File: src/rtl/regfile_wb_pkg.sv
// Shared types for the register-file writeback buffer.
// Latency: n/a (types and constants only).
// Backpressure: n/a.
//
// Contents:
//   REG_ADDR_W / REG_DATA_W : register index and value widths
//   wb_entry_t              : one buffered write {addr, data}
//   lk_result_t             : result of a pending-write lookup {hit, data}
//   LK_MISS                 : lookup result meaning "nothing pending"
package regfile_wb_pkg;

  localparam int REG_ADDR_W = 5;
  localparam int REG_DATA_W = 32;

  typedef struct packed {
    logic [REG_ADDR_W-1:0] addr;
    logic [REG_DATA_W-1:0] data;
  } wb_entry_t;

  typedef struct packed {
    logic                  hit;
    logic [REG_DATA_W-1:0] data;
  } lk_result_t;

  localparam lk_result_t LK_MISS = '{hit: 1'b0, data: '0};

endpackage

File: src/rtl/wb_fifo.sv
// In-order entry store for the writeback buffer: storage, pointers, occupancy.
// Latency: a push is visible on head/entries/count the cycle after its edge.
// Backpressure: none internally; the caller must not push when full or pop when empty.
//
// Ports:
//   clk, rst    : clock, synchronous active-high reset (pointers and count only)
//   push        : write push_entry at the tail on this edge
//   push_entry  : entry to store
//   pop         : retire the head entry on this edge
//   head        : oldest stored entry (meaningful only when count > 0)
//   entries     : raw storage, slot-indexed; rd_ptr/count say which slots are live
//   rd_ptr      : slot index of the head
//   count       : number of live entries, 0..DEPTH
import regfile_wb_pkg::*;

module wb_fifo #(
  parameter int DEPTH = 4,
  localparam int PTR_W = $clog2(DEPTH),
  localparam int CNT_W = PTR_W + 1
) (
  input  logic                  clk,
  input  logic                  rst,
  input  logic                  push,
  input  wb_entry_t             push_entry,
  input  logic                  pop,
  output wb_entry_t             head,
  output wb_entry_t [DEPTH-1:0] entries,
  output logic [PTR_W-1:0]      rd_ptr,
  output logic [CNT_W-1:0]      count
);

  wb_entry_t [DEPTH-1:0] mem;
  logic [PTR_W-1:0]      wr_ptr_q;
  logic [PTR_W-1:0]      rd_ptr_q;
  logic [CNT_W-1:0]      count_q;

  // DEPTH is a power of two, so the pointers wrap by natural overflow.
  always_ff @(posedge clk) begin
    if (rst) begin
      wr_ptr_q <= '0;
      rd_ptr_q <= '0;
      count_q  <= '0;
    end else begin
      if (push) begin
        wr_ptr_q <= wr_ptr_q + 1'b1;
      end
      if (pop) begin
        rd_ptr_q <= rd_ptr_q + 1'b1;
      end
      case ({push, pop})
        2'b10:   count_q <= count_q + 1'b1;
        2'b01:   count_q <= count_q - 1'b1;
        default: count_q <= count_q;
      endcase
    end
  end

  // Storage is not reset: a slot is only ever read after being written.
  always_ff @(posedge clk) begin
    if (push) begin
      mem[wr_ptr_q] <= push_entry;
    end
  end

  assign head    = mem[rd_ptr_q];
  assign entries = mem;
  assign rd_ptr  = rd_ptr_q;
  assign count   = count_q;

endmodule

File: src/rtl/regfile_writeback.sv
// Writeback buffer in front of a single register-file write port, with pending-write lookup.
// Latency: a request accepted on edge N drives wr_ena from the cycle after edge N (registered only).
// Backpressure: req_ready drops when DEPTH entries are pending; wr_hold stalls the drain in place.
//
// Ports:
//   clk, rst              : clock, synchronous active-high reset
//   req_valid/req_ready   : writeback request handshake; req_addr/req_data carry the write
//   wr_hold               : register file port busy, do not issue this cycle
//   wr_ena/wr_addr/wr_data: register file write port (addr/data zero when idle)
//   lk_addr0/1            : register indices being read by the pipeline
//   lk_hit0/1             : that index has a write still sitting in the buffer
//   lk_data0/1            : youngest pending value for that index (0 on miss)
//   count                 : pending entries
//
// Build option: define REGFILE_WB_BYPASS_EN to forward pending data on lk_data0/1.
// Without it lk_data0/1 are held at 0 and lk_hit0/1 serve purely as stall flags.
import regfile_wb_pkg::*;

module regfile_writeback #(
  parameter int DEPTH = 4
) (
  input  logic                    clk,
  input  logic                    rst,
  input  logic                    req_valid,
  output logic                    req_ready,
  input  logic [4:0]              req_addr,
  input  logic [31:0]             req_data,
  input  logic                    wr_hold,
  output logic                    wr_ena,
  output logic [4:0]              wr_addr,
  output logic [31:0]             wr_data,
  input  logic [4:0]              lk_addr0,
  input  logic [4:0]              lk_addr1,
  output logic                    lk_hit0,
  output logic                    lk_hit1,
  output logic [31:0]             lk_data0,
  output logic [31:0]             lk_data1,
  output logic [$clog2(DEPTH):0]  count
);

  localparam int PTR_W = $clog2(DEPTH);
  localparam int CNT_W = PTR_W + 1;

  wb_entry_t             push_entry;
  wb_entry_t             head;
  wb_entry_t [DEPTH-1:0] entries;
  logic [PTR_W-1:0]      rd_ptr;
  logic [CNT_W-1:0]      count_q;
  logic                  push;
  logic                  pop;
  lk_result_t            res0;
  lk_result_t            res1;

  // Ready comes from the registered count only, so a pop while full does not
  // reopen the input until the following cycle.
  assign req_ready = !rst && (count_q < CNT_W'(DEPTH));

  // Writes to x0 complete the handshake but are never stored.
  assign push       = req_valid && req_ready && (req_addr != '0);
  assign push_entry = '{addr: req_addr, data: req_data};

  assign pop     = wr_ena;
  assign wr_ena  = !rst && (count_q != '0) && !wr_hold;
  assign wr_addr = wr_ena ? head.addr : '0;
  assign wr_data = wr_ena ? head.data : '0;
  assign count   = rst ? '0 : count_q;

  wb_fifo #(
    .DEPTH (DEPTH)
  ) u_fifo (
    .clk        (clk),
    .rst        (rst),
    .push       (push),
    .push_entry (push_entry),
    .pop        (pop),
    .head       (head),
    .entries    (entries),
    .rd_ptr     (rd_ptr),
    .count      (count_q)
  );

  // Scan live entries oldest to youngest so the last match wins, giving the
  // youngest value. Only registered state is searched: an entry being pushed
  // this cycle is not yet visible, and the head stays visible while it pops.
  function automatic lk_result_t lookup(
    input logic [REG_ADDR_W-1:0] addr,
    input wb_entry_t [DEPTH-1:0] ents,
    input logic [PTR_W-1:0]      base,
    input logic [CNT_W-1:0]      n
  );
    lk_result_t       r;
    logic [PTR_W-1:0] idx;
    r = LK_MISS;
    for (int i = 0; i < DEPTH; i++) begin
      idx = base + PTR_W'(i);
      if ((CNT_W'(i) < n) && (ents[idx].addr == addr)) begin
        r.hit  = 1'b1;
        r.data = ents[idx].data;
      end
    end
    // x0 is never pending.
    if (addr == '0) begin
      r = LK_MISS;
    end
    return r;
  endfunction

  assign res0 = rst ? LK_MISS : lookup(lk_addr0, entries, rd_ptr, count_q);
  assign res1 = rst ? LK_MISS : lookup(lk_addr1, entries, rd_ptr, count_q);

  assign lk_hit0 = res0.hit;
  assign lk_hit1 = res1.hit;

`ifdef REGFILE_WB_BYPASS_EN
  assign lk_data0 = res0.data;
  assign lk_data1 = res1.data;
`else
  // Forwarded values are not exposed in this build.
  logic lk_data_unused;
  assign lk_data_unused = ^{res0.data, res1.data};
  assign lk_data0 = '0;
  assign lk_data1 = '0;
`endif

endmodule

File: config.mk
export PLATFORM = sky130hd
export DESIGN_NAME = regfile_writeback
export DESIGN_NICKNAME = d
export VERILOG_FILES = /design/src/rtl/regfile_wb_pkg.sv /design/src/rtl/wb_fifo.sv /design/src/rtl/regfile_writeback.sv
export SDC_FILE = /design/constraint.sdc
export NUM_CORES = 1
export LEC_CHECK = 0
export ABC_AREA = 1
export BUFFER_PORTS_ARGS = -buffer_cell sky130_fd_sc_hd__buf_2
export CAP_MARGIN = 20
export CORE_UTILIZATION = 60
export DETAILED_ROUTE_END_ITERATION = 10
export PLACE_DENSITY = 0.86
export SLEW_MARGIN = 10
export SYNTH_ARGS = -nofsm -noshare
export SYNTH_HDL_FRONTEND = slang
export SYNTH_HIERARCHICAL = 1
export SYNTH_SLANG_ARGS = --single-unit
File: constraint.sdc
create_clock -name clk -period 5.71 [get_ports clk]
set_input_delay 1.142 -clock clk [delete_from_list [all_inputs] [get_ports clk]]
set_output_delay 1.142 -clock clk [all_outputs]
set_load 0.05 [all_outputs]
==> impl_summary.txt <==
----------------------------------------------------
[Clocking]
  CTS Sinks ... 155
  Clock-pin transition on the worst setup and hold timing paths ... 0.07 ns
  Number of buffers on the longest clock path ... 2
  CTS H-tree depth ... 4
  Hold-fix buffers, CTS ... 0
  TritonCTS Buffers ... 17
  # Post-CTS Setup Buffers ... 0
  Count of instances resized after the clock tree is built ... 0
  Clock insertion delay at the later pin of the skew report ... around 0.41 ns
  TritonCTS clock tree ... built
  Clock tree root buffer cell ... clkbuf_16

[STA]
  Final Max Tran Viols ... 0
  Unrepaired setup endpoints after global routing ... no
  Fin crit period ... about 4.0 ns
  Maximum clock rate ... 247 MHz
  Final hold vios ... 0
  Crit path setup slack, layout ... between 1.5 and 2 ns
  Number of failing setup endpoints in the final timing report ... 0
  Worst max-slew margin expressed relative to the limit ... 0.511
  Ratio of final minimum period to clock period ... 0.709
  Setup tns final ... 0 ns
  Worst Tran Pin Value ... 0.733 ns
  Final worst clock skew ... 0.0163 ns

[Die]
  Starting utilization of the core area ... 0.619
  Cell row count ... 42
  Count of boundary I/O pins ... 159
  Core area ... 13300 um^2
  Horizontal die dimension ... 119 um
  Die Height ... about 120 um
  Area of the die ... around 14000 um^2

[Yosys]
  Post-synthesis sequential element count ... 155
  Total of warnings raised by yosys ... 6
  Main combinational cell family by area after synthesis ... simple AND/OR/NAND/NOR gates
  Library cell occupying the most area in the post-synthesis netlist ... edfxtp_1
  Gate count after technology mapping ... 935
  Main area contributors after synthesis ... edfxtp_1, nand2_1, nor2_1, buf_4, nand3_1
  Compound-gate portion of the synthesized area ... 0.0829
  Fraction of synthesized cell area taken by the top area cell type ... 0.538
  Avg Inst Size Synth ... 8.84 um^2
  Area fraction in and, or, nand and nor cells after synthesis ... 0.222
  Multiplexer area fraction after synthesis ... 0
  XOR/XNOR Fraction of Synth Area ... 0.00106
  Post-synthesis adder-cell area fraction ... 0.00999
  Sequential cell area fraction in the yosys report ... 0.554
  Distinct cell type count after synthesis ... 29
  Synthesized cell area ... 8270 um^2

[Setup path]
  Most common cell type on the critical path ... nand2_1
  Crit Path Max Fanout ... 59
  Series of cell instances along the critical path ... buf_4 > nand2_1 > nand3_1 > nand2_1 > nand2_1 > nand2_1 > nor2_1 > nand3_1 > nand2_1 > nor2_1 > nor2_1 > buf_2
  Type of origin of the critical path ... flip-flop
  Critical setup path kind ... reg -> out
  Register-to-register setup slack ... 3.59 ns
  Max stage delay cell, worst path ... dfxtp_4
  Worst Setup End Kind ... output port
  CP peak stage delay ... 0.73 ns
  Data arrival, critical path ... between 2 and 3 ns
  Required time worst endpoint ... 4.57 ns

[Finish]
  P&R area growth vs syn ... 9.84%
  Post-layout nets ... 1074
  Final non-filler cell total ... 1205
  Layout cells sized above 1 ... 0.136
  N_diodes ... 0

[Placed design]
  Dpl ws ... 1.96 ns
  Detailed placement HPWL ... around 11000 um
  Placed insts ... about 1200
  Number of buffers added on ports ... 94
  Gp weighted congestion ... 0.923

[Routing]
  Iteration-0 DRC Markers ... approximately 630
  Post-DR wirelength/cell ... 14.7 um
  Total via count in the routed design ... 6443
  Avg Vias per Cell ... 5.35
  Pre-antenna DRT Iters ... 7
  Number of remaining DRC errors ... 0
  Wire length reported by the detailed router ... 17700 um
  Antenna viol nets, final ... 0

[Global routing]
  Gr ovfl total ... 0
  Number of antenna violations at the first check in global routing ... 0
  Total track usage ... 0.255
  Largest net degree at the start of global routing ... 60
  Via count of the first global-routing pass ... 5681
  Global-route wire length before repair ... 27900 um

[Hold path]
  Classification of the worst-slack hold path ... reg -> reg

[Pwr]
  Leakage power ... 4.11 nW
  PwrDens ... 317 nW/um^2
  Worst-case vdd ir drop ... 0.242 mV

[Job]
  Max-capacitance violation count ... 0

[Outcome]
  Result of the run ... finished, final reports clean

----------------------------------------------------
## sequential cells by signal, summed over array words and instances, names as in the netlist
| register | count |
|---|---|
| u_fifo/wr_ptr_q | 2 |
| u_fifo/rd_ptr | 2 |
| u_fifo/entries | 148 |
| u_fifo/count | 3 |
## metrics by stage
step / area [um^2] / total power [mW] / hold slack (ns) / utilization
floorplan: 8500 / 1.80 / 0.490 / -
global placement: 8530 / 1.86 / 0.514 / 0.639
detailed placement: 8530 / 1.87 / 0.522 / 0.639
CTS: 9080 / 2.89 / 0.530 / 0.680
global route: 9080 / 3.00 / 0.586 / 0.680
finish: 9080 / 2.88 / 0.531 / 0.680
## report_power, final
part,switching (mW),internal [mW]
clock network,0.430,0.602
registers,0.0266,1.28
logic,0.420,0.124
total,0.877,2.01
## cell usage in the layout, fill, tap and decap left out, drive strengths merged
master    instances
a21oi             6
and2              1
buf             102
bufinv            1
clkbuf           19
clkinv            5
clkinvlp          3
conb             64
dfxtp             7
edfxtp          148
fa                1
ha                5
inv              92
nand2           209
nand3            82
nand4             3
nor2            158
o21ai            83
o22ai            37
o311ai            1
or3               1
xor2              1
## Yosys cell counts, drive strengths merged
library cell / count
a21oi: 6
and2: 1
buf: 94
clkbuf: 8
conb: 1
dfxtp: 7
edfxtp: 148
fa: 1
ha: 5
inv: 89
nand2: 209
nand3: 82
nand4: 3
nor2: 158
o21ai: 83
o22ai: 37
o311ai: 1
or3: 1
xor2: 1
## path summary, 6_finish.rpt
path | from | depth (start not counted) | endpoint
worst min register to register | u_fifo/wr_ptr_q[1] | 2 | u_fifo/wr_ptr_q[1]
worst max-delay path | u_fifo/rd_ptr[0] | 12 | lk_hit1
worst min-delay path | u_fifo/wr_ptr_q[1] | 2 | u_fifo/wr_ptr_q[1]
worst max register to register | u_fifo/count[2] | 11 | u_fifo/count[2]
## critical path: cells and delay by family (launching register included)
kind          cells  cell delay, ns
simple gates     10            0.92
buf+inv           2            0.82
flops             1            0.73
## final cells by class
class	instances	area [um^2]
Tap cell	176	220
Sequential cell	155	4590
Clock inverter	12	116
Multi-Input combinational cell	652	2850
Clock buffer	19	433
Inverter	89	339
Fill cell	1010	4270
Timing Repair Buffer	102	531
## kinds of logic after synthesis
family                     after synthesis
xor gates and xnor gates                 1
AOI/OAI and AO/OA                      127
other                                    1
and+or+nand+nor                        454
adders and majority gates                6
DFF                                    155
buffers and inverters                  191
## layer usage
| layer | share of wire | track usage | vias up |
|---|---|---|---|
| met5 | 0 | 0 | - |
| met3 | 0.070 | 0.0431 | 24 |
| met1 | 0.43 | 0.343 | 2981 |
| li1 | - | - | 3156 |
| met4 | 0.013 | 0.0797 | 0 |
| met2 | 0.49 | 0.426 | 282 |
(Power assumes the default switching activity.)
